==> config.mk <==
export PLATFORM = sky130hd
export DESIGN_NAME = midi_burst_flat
export DESIGN_NICKNAME = d
export VERILOG_FILES = /design/src/rtl/midi_pkg.sv /design/src/rtl/midi_burst_if.sv /design/src/rtl/midi_byte_parser.sv /design/src/rtl/midi_burst.sv /design/src/flat_wrapper.sv
export SDC_FILE = /design/constraint.sdc
export NUM_CORES = 1
export LEC_CHECK = 0
export ABC_AREA = 0
export BUFFER_PORTS_ARGS = -buffer_cell sky130_fd_sc_hd__clkbuf_2
export CORE_UTILIZATION = 41
export CTS_CLUSTER_DIAMETER = 100
export DETAILED_ROUTE_END_ITERATION = 8
export HOLD_SLACK_MARGIN = 0.03
export SLEW_MARGIN = 10
export SYNTH_ARGS = -nofsm -noshare
export SYNTH_HDL_FRONTEND = slang
export SYNTH_SLANG_ARGS = --single-unit
export TNS_END_PERCENT = 10
==> constraint.sdc <==
create_clock -name clk_in -period 7 [get_ports clk_in]
set_clock_uncertainty 0.05 [all_clocks]
set_input_delay 1.05 -clock clk_in [delete_from_list [all_inputs] [get_ports clk_in]]
set_output_delay 1.05 -clock clk_in [all_outputs]
set_load 0.005 [all_outputs]
==> src/rtl/midi_pkg.sv <==
// Shared constants, table entry layout and parser state encoding for the MIDI burst front end.
package midi_pkg;

    localparam int MAX_NOTES = 5;

    localparam logic [3:0] STATUS_NOTE_OFF = 4'h8;
    localparam logic [3:0] STATUS_NOTE_ON  = 4'h9;
    localparam logic [7:0] SYSTEM_MIN      = 8'hF0;
    localparam logic [7:0] REALTIME_MIN    = 8'hF8;

    typedef struct packed {
        logic [7:0] status;
        logic [7:0] note;
        logic [7:0] vel;
    } note_entry_t;

    typedef enum logic [1:0] {
        WAIT_STATUS = 2'd0,
        WAIT_NOTE   = 2'd1,
        WAIT_VEL    = 2'd2,
        IGNORE      = 2'd3
    } parser_state_t;

    // Published word layout: {8'h00, status, note, velocity}.
    function automatic logic [31:0] entry_word(input note_entry_t e);
        return {8'h00, e};
    endfunction

endpackage

==> src/rtl/midi_burst_if.sv <==
// Byte-stream input and burst output bundle of midi_burst; slave is the DUT side, master the source/sink side.
// Handshake: midi_valid_in is a one-cycle strobe qualifying midi_byte_in, no backpressure;
// midi_burst_ready_out pulses for one cycle when the other outputs have just been updated.
interface midi_burst_if;
    import midi_pkg::*;

    logic [7:0]    midi_byte_in;
    logic          midi_valid_in;
    logic          midi_burst_ready_out;
    logic [2:0]    on_msg_count_out;
    logic [31:0]   midi_burst_data_out [MAX_NOTES];
    logic          dropped_out;
    parser_state_t parser_state_dbg;

    modport master (
        output midi_byte_in, midi_valid_in,
        input  midi_burst_ready_out, on_msg_count_out, midi_burst_data_out,
        input  dropped_out, parser_state_dbg
    );

    modport slave (
        input  midi_byte_in, midi_valid_in,
        output midi_burst_ready_out, on_msg_count_out, midi_burst_data_out,
        output dropped_out, parser_state_dbg
    );

endinterface

==> src/rtl/midi_byte_parser.sv <==
// MIDI note-message parser with running status; emits one-cycle note messages on the velocity byte.
// Macro MIDI_OMNI_EN: when defined, note messages on every channel are accepted.
module midi_byte_parser
    import midi_pkg::*;
#(
    parameter logic [3:0] CHANNEL = 4'd0
) (
    input  logic          clk_i,
    input  logic          rst_i,
    input  logic [7:0]    byte_i,
    input  logic          valid_i,
    output logic          msg_valid_o,
    output logic          msg_is_on_o,
    output logic [7:0]    msg_status_o,
    output logic [7:0]    msg_note_o,
    output logic [7:0]    msg_vel_o,
    output parser_state_t state_o
);

    parser_state_t state_q, state_d;
    logic [7:0]    status_q, status_d;
    logic [7:0]    note_q, note_d;
    logic          chan_ok;
    logic          is_note_status;

`ifdef MIDI_OMNI_EN
    assign chan_ok = 1'b1;
`else
    assign chan_ok = (byte_i[3:0] == CHANNEL);
`endif

    assign is_note_status = (byte_i[7:4] == STATUS_NOTE_OFF) || (byte_i[7:4] == STATUS_NOTE_ON);

    always_ff @(posedge clk_i) begin
        if (rst_i) begin
            state_q  <= WAIT_STATUS;
            status_q <= 8'h00;
            note_q   <= 8'h00;
        end else begin
            state_q  <= state_d;
            status_q <= status_d;
            note_q   <= note_d;
        end
    end

    // Real-time bytes fall through untouched; they only matter to the gap counter upstairs.
    always_comb begin
        state_d     = state_q;
        status_d    = status_q;
        note_d      = note_q;
        msg_valid_o = 1'b0;
        if (valid_i && (byte_i < REALTIME_MIN)) begin
            if (byte_i >= SYSTEM_MIN) begin
                status_d = 8'h00;
                state_d  = IGNORE;
            end else if (byte_i[7]) begin
                if (is_note_status && chan_ok) begin
                    status_d = byte_i;
                    state_d  = WAIT_NOTE;
                end else begin
                    status_d = 8'h00;
                    state_d  = IGNORE;
                end
            end else begin
                case (state_q)
                    WAIT_NOTE: begin
                        note_d  = byte_i;
                        state_d = WAIT_VEL;
                    end
                    WAIT_VEL: begin
                        msg_valid_o = 1'b1;
                        state_d     = WAIT_NOTE;
                    end
                    default: ;
                endcase
            end
        end
    end

    assign msg_status_o = status_q;
    assign msg_note_o   = note_q;
    assign msg_vel_o    = byte_i;
    assign msg_is_on_o  = (status_q[7:4] == STATUS_NOTE_ON) && (byte_i != 8'h00);
    assign state_o      = state_q;

endmodule

==> src/rtl/midi_burst.sv <==
// Sounding-note table with quiet-gap publication: the table is copied to the registered outputs
// once the byte stream has been idle for BURST_GAP_CYCLES after a change. Macro: MIDI_OMNI_EN.
module midi_burst
    import midi_pkg::*;
#(
    parameter int unsigned CHANNEL          = 0,
    parameter int unsigned BURST_GAP_CYCLES = 100000
) (
    input  logic         clk_in,
    input  logic         rst_in,
    midi_burst_if.slave  bus
);

    localparam int             GAP_W     = $clog2(BURST_GAP_CYCLES + 1);
    localparam logic [GAP_W-1:0] GAP_MAX  = GAP_W'(BURST_GAP_CYCLES);
    localparam logic [GAP_W-1:0] GAP_LAST = GAP_W'(BURST_GAP_CYCLES - 1);
    localparam logic [2:0]     COUNT_MAX = 3'(MAX_NOTES);

    logic          msg_valid;
    logic          msg_is_on;
    logic [7:0]    msg_status;
    logic [7:0]    msg_note;
    logic [7:0]    msg_vel;
    parser_state_t parser_state;

    note_entry_t      table_q [MAX_NOTES];
    note_entry_t      table_d [MAX_NOTES];
    logic [2:0]       count_q, count_d;
    logic             dirty_q, dirty_d;
    logic             dropped_q, dropped_d;
    logic [GAP_W-1:0] gap_q, gap_d;
    logic [31:0]      out_data_q [MAX_NOTES];
    logic [2:0]       out_count_q;
    logic             ready_q;

    logic             hit;
    logic [2:0]       hit_idx;
    logic             changed;
    logic             drop;
    logic             burst;
    note_entry_t      new_entry;

    midi_byte_parser #(
        .CHANNEL (4'(CHANNEL))
    ) u_parser (
        .clk_i        (clk_in),
        .rst_i        (rst_in),
        .byte_i       (bus.midi_byte_in),
        .valid_i      (bus.midi_valid_in),
        .msg_valid_o  (msg_valid),
        .msg_is_on_o  (msg_is_on),
        .msg_status_o (msg_status),
        .msg_note_o   (msg_note),
        .msg_vel_o    (msg_vel),
        .state_o      (parser_state)
    );

    assign new_entry = '{status: msg_status, note: msg_note, vel: msg_vel};

    always_comb begin
        hit     = 1'b0;
        hit_idx = 3'd0;
        for (int i = 0; i < MAX_NOTES; i++) begin
            if (!hit && (3'(i) < count_q) && (table_q[i].note == msg_note)) begin
                hit     = 1'b1;
                hit_idx = 3'(i);
            end
        end
    end

    // Entries at or above count are kept zero, so a removal just shifts everything above k down.
    always_comb begin
        table_d = table_q;
        count_d = count_q;
        changed = 1'b0;
        drop    = 1'b0;
        if (msg_valid) begin
            if (msg_is_on) begin
                if (hit) begin
                    if (table_q[hit_idx] != new_entry) begin
                        table_d[hit_idx] = new_entry;
                        changed          = 1'b1;
                    end
                end else if (count_q < COUNT_MAX) begin
                    table_d[count_q] = new_entry;
                    count_d          = count_q + 3'd1;
                    changed          = 1'b1;
                end else begin
                    drop = 1'b1;
                end
            end else if (hit) begin
                for (int i = 0; i < MAX_NOTES - 1; i++) begin
                    if (3'(i) >= hit_idx) begin
                        table_d[i] = table_q[i+1];
                    end
                end
                table_d[MAX_NOTES-1] = '0;
                count_d              = count_q - 3'd1;
                changed              = 1'b1;
            end
        end
    end

    // A byte arriving on the expiry cycle wins over the burst.
    always_comb begin
        burst     = dirty_q && (gap_q == GAP_LAST) && !bus.midi_valid_in;
        gap_d     = bus.midi_valid_in ? '0 : ((gap_q != GAP_MAX) ? gap_q + 1'b1 : gap_q);
        dirty_d   = changed || (dirty_q && !burst);
        dropped_d = dropped_q || drop;
    end

    always_ff @(posedge clk_in) begin
        if (rst_in) begin
            for (int i = 0; i < MAX_NOTES; i++) begin
                table_q[i]    <= '0;
                out_data_q[i] <= 32'h0;
            end
            count_q     <= 3'd0;
            dirty_q     <= 1'b0;
            dropped_q   <= 1'b0;
            gap_q       <= '0;
            out_count_q <= 3'd0;
            ready_q     <= 1'b0;
        end else begin
            table_q   <= table_d;
            count_q   <= count_d;
            dirty_q   <= dirty_d;
            dropped_q <= dropped_d;
            gap_q     <= gap_d;
            ready_q   <= burst;
            if (burst) begin
                for (int i = 0; i < MAX_NOTES; i++) begin
                    out_data_q[i] <= entry_word(table_q[i]);
                end
                out_count_q <= count_q;
            end
        end
    end

    assign bus.midi_burst_ready_out = ready_q;
    assign bus.on_msg_count_out     = out_count_q;
    assign bus.midi_burst_data_out  = out_data_q;
    assign bus.dropped_out          = dropped_q;
    assign bus.parser_state_dbg     = parser_state;

endmodule
==> src/flat_wrapper.sv <==
// flat-port wrapper written by rule: the top's interface ports become plain ports
module midi_burst_flat import midi_pkg::*;
#(
    parameter int unsigned CHANNEL          = 0,
    parameter int unsigned BURST_GAP_CYCLES = 100000
)
  (clk_in, rst_in, bus_midi_byte_in, bus_midi_valid_in, bus_midi_burst_ready_out, bus_on_msg_count_out, bus_midi_burst_data_out, bus_dropped_out, bus_parser_state_dbg);
  midi_burst_if bus_i ();
  input  logic clk_in;
  input  logic rst_in;
  input wire logic [$bits(bus_i.midi_byte_in)-1:0] bus_midi_byte_in;
  input wire logic [$bits(bus_i.midi_valid_in)-1:0] bus_midi_valid_in;
  output wire logic [$bits(bus_i.midi_burst_ready_out)-1:0] bus_midi_burst_ready_out;
  output wire logic [$bits(bus_i.on_msg_count_out)-1:0] bus_on_msg_count_out;
  output wire logic [$bits(bus_i.midi_burst_data_out)-1:0] bus_midi_burst_data_out;
  output wire logic [$bits(bus_i.dropped_out)-1:0] bus_dropped_out;
  output wire logic [$bits(bus_i.parser_state_dbg)-1:0] bus_parser_state_dbg;
  assign bus_i.midi_byte_in = bus_midi_byte_in;
  assign bus_i.midi_valid_in = bus_midi_valid_in;
  assign bus_midi_burst_ready_out = bus_i.midi_burst_ready_out;
  assign bus_on_msg_count_out = bus_i.on_msg_count_out;
  assign bus_midi_burst_data_out = {>>{bus_i.midi_burst_data_out}};
  assign bus_dropped_out = bus_i.dropped_out;
  assign bus_parser_state_dbg = bus_i.parser_state_dbg;
  midi_burst #(.CHANNEL(CHANNEL), .BURST_GAP_CYCLES(BURST_GAP_CYCLES)) u_core (.clk_in(clk_in), .rst_in(rst_in), .bus(bus_i));
endmodule
==> summary.md <==
| Metric | Value |
|---|---|
| # DRC | `0` |
| Routed vias | `13600` |
| Die area | `35400 um^2` |
| Synth Instances | `between 1500 and 2000` |
| Net Sw Frac | `0.223` |
| CTS tree | `built` |
| WHS Path Cells | `2` |
| Most common cell after layout, fill and taps aside | `nand2_1` |
| Core Area | `33800 um^2` |
| Ys flop type | `dfxtp_1` |
| Max IR drop VDD | `0.170 mV` |
| Post-cts resize count | `0` |
| I/O pins | `178` |
| Seq pwr share | `0.467` |
| Vias per cell | `5.98` |
| Asr flop ratio synth | `0` |
| P per Cell Area | `216 nW/um^2` |
| TritonCTS buffer count | `31` |
| Clock edge transition at the registers on the reported setup and hold paths | `approximately 60 ps` |
| FMAX | `0.177 GHz` |
| Largest net degree at the start of global routing | `157` |
| GRT Total Usage | `0.303` |
| CTS Hold Buffers Added | `0` |
| Fin crit period | `5650 ps` |
| Hold path endpoint | `u_core.bus.midi_burst_data_out[8]$_SDFFE_PP0P_` |
| Clk Latency, worst-skew pair | `570 ps` |
| Maxcap violations | `0` |
| Fin util | `0.472` |
| Die Y | `188 um` |
| R2R Setup Slk | `1350 ps` |
| Combinational share of power | `0.029` |
| Most frequent cells in the layout | `348 x nand2_1, 281 x dfxtp_1, 248 x a21oi_1` |
| H-tree Lvls | `1` |
| Yosys reg bits | `roughly 280` |
| Die width | `approximately 190 um` |
| Final Hold Viols | `0` |
| Critical path class | `reg2reg` |
| Clock power share | `0.504` |
| DP HPWL | `38400 um` |
| Data arrival time of the critical path | `roughly 6000 ps` |
| Nets | `1823` |
| CP Max Fanout | `20` |
| Vias in the first global route | `12500` |
| Gr ovfl total | `0` |
| Power Internal | `0.00268 W` |
| Static leakage | `5.71 nW` |
| Final WL | `55000 um` |
| WP data required | `7400 ps` |
| CP Cell Sequence | `xor2_1 -> nor4_4 -> nand3_2 -> nand3_1 -> nor2_1 -> a31oi_1 -> o211ai_1 -> nor4_1 -> o2111ai_4 -> and2_1 -> buf_4 -> mux2_1` |
| Max incr delay on CP | `1010 ps` |
| Area grow syn2layout | `12.2%` |
| Hold path start | `u_core.bus.midi_burst_data_out[8]$_SDFFE_PP0P_` |
| Synth warn | `0` |
| Outcome | `finished, final reports clean` |
| Critical Path Sink Type | `flip-flop` |
| CP startpoint | `u_core.u_parser.msg_note_o[5]$_SDFFE_PP0P_` |
| Final period util | `0.807` |
| Unrepaired setup endpoints after global routing | `false` |
| Ratio of cells with drive above 1 in the final layout | `0.155` |
| Slowest cell on the critical path | `dfxtp_1` |
| Clk buf depth | `3` |
| Rel. slew slack | `0.226` |
| Antenna-violating nets left | `0` |
| First-pass GRT wire length | `81400 um` |
| Reg2reg start | `u_core.u_parser.msg_note_o[5]$_SDFFE_PP0P_` |
| FF-to-FF End | `u_core.table_q[46]$_SDFFE_PP0P_` |
| DRT iter0 DRCs | `1316` |
| WP buf/inv | `1` |
| Placed Cells | `2218` |
| Worst Setup Start Kind | `flip-flop` |
| Antenna diode count | `0` |
| Root cell of the clock tree | `clkbuf_16` |
| Mapped Area | `approximately 14000 um^2` |
| Seq/Total Area, Yosys | `0.396` |
| Final std cells w/o fill | `2273` |
| Worst slew pin tran | `1160 ps` |
| Number of setup violations in the final report | `0` |
| NetSw | `approximately 0.00077 W` |
| CTS Sinks | `281` |
| R2R depth | `12` |
| Syn Area/Cell | `just over 8 um^2` |
| CP delay by family, top | `simple AND/OR/NAND/NOR gates` |
| I/O Buffers | `136` |
| Hold_ws | `402 ps` |
| Initial antenna violation count | `0` |
| Critical path depth | `12` |
| Layout fillers | `roughly 3400` |
| DRT Pass-1 Iters | `7` |
| Worst hold-check path type | `reg2reg` |
| Setup TNS | `0 ps` |
| Post-CTS Setup Inserts | `0` |
| Starting Density | `0.421` |
| Number of synthesized flops with an enable pin | `0` |
| Final GP Congestion | `0.973` |
| Synth cell types | `82` |
| # rows | `67` |
| Pins Over Slew Limit | `0` |
| Post-DR wirelength/cell | `24.2 um` |
sequential cells by signal (all words and copies together) (netlist names):
name and count:
u_core.bus.dropped_out 1, u_core.bus.midi_burst_data_out 119, u_core.bus.midi_burst_ready_out 1, u_core.bus.on_msg_count_out 3
u_core.count_q 3, u_core.dirty_q 1, u_core.gap_q 17, u_core.table_q 119
u_core.u_parser.msg_note_o 7, u_core.u_parser.msg_status_o 8, u_core.u_parser.state_o 2
synth_stat cells (18+ instances only):
library cell | instances | area share
and2_1 | 18 | 0.0079
a211oi_2 | 21 | 0.018
clkbuf_1 | 114 | 0.030
buf_2 | 20 | 0.0070
inv_1 | 30 | 0.0079
dfxtp_1 | 281 | 0.40
nand2_1 | 348 | 0.092
nand2b_1 | 38 | 0.017
xor2_1 | 41 | 0.025
o21ai_0 | 25 | 0.0088
a22oi_1 | 23 | 0.012
nor3_1 | 35 | 0.012
a311oi_1 | 42 | 0.026
nor2_1 | 76 | 0.020
a21oi_1 | 248 | 0.087
mux2i_1 | 27 | 0.019
buf_4 | 52 | 0.027
nand3_1 | 58 | 0.020
tightest hold or removal path, cell delays in order (launching register included):
cell     delay (ps)
dfxtp_1         310
nand2_1          50
a21oi_1          50
stage by stage:
step                      cell area, um^2  setup slack, ps  power (W)
after floorplan                     14400             3000    0.00172
after global placement              14900             1270    0.00174
after detailed placement            14900             1180    0.00174
after CTS                           15900             1190    0.00347
after global routing                15900             1070    0.00353
final                               15900             1350    0.00345
worst max path at each step:
stage                                           end  slack [ps]
finish              u_core.table_q[46]$_SDFFE_PP0P_        1350
global route        u_core.table_q[45]$_SDFFE_PP0P_        1070
CTS                 u_core.table_q[95]$_SDFFE_PP0P_        1190
detailed placement  u_core.table_q[95]$_SDFFE_PP0P_        1180
global placement    u_core.table_q[95]$_SDFFE_PP0P_        1270
floorplan           u_core.table_q[45]$_SDFFE_PP0P_        3000
layer usage:
layer / global-route usage / share of wire / vias up / routed length [um]
li1: - / - / 6239 / -
met1: 0.415 / 0.44 / 6494 / 24000
met2: 0.453 / 0.42 / 678 / 23300
met3: 0.0447 / 0.076 / 172 / 4150
met4: 0.172 / 0.065 / 0 / 3570
met5: 0 / 0 / - / 0
cell families after synthesis:
kind of cell    Yosys count  share of synthesized area
simple gates            665                      0.219
mux                      32                     0.0230
buf+inv                 228                     0.0805
compound gates          491                      0.236
fa+ha+maj                 9                    0.00793
xor+xnor                 59                     0.0374
flops                   281                      0.396
other cells               1                   0.000264
layout make-up:
cell class,instances,area [um^2],share of cell area
multi-input combinational,1297,7680,0.481
clock buffer,42,877,0.0550
sequential,281,5630,0.353
clock inverter,13,199,0.0125
tap,448,561,0.0351
inverter,30,113,0.00706
timing repair buffer,162,897,0.0563
power groups by stage:
| stage | Sequential, W | Combinational, W | Clock (W) |
|---|---|---|---|
| final | 0.00161 | 0.0000999 | 0.00174 |
| after floorplan | 0.00164 | 0.0000846 | 0 |
| after CTS | 0.00161 | 0.0000977 | 0.00177 |
| after global placement | 0.00164 | 0.0000975 | 0 |
| after detailed placement | 0.00164 | 0.0000974 | 0 |
| after global routing | 0.00161 | 0.000107 | 0.00182 |
Note: power is estimated with default switching activity, not from simulation.
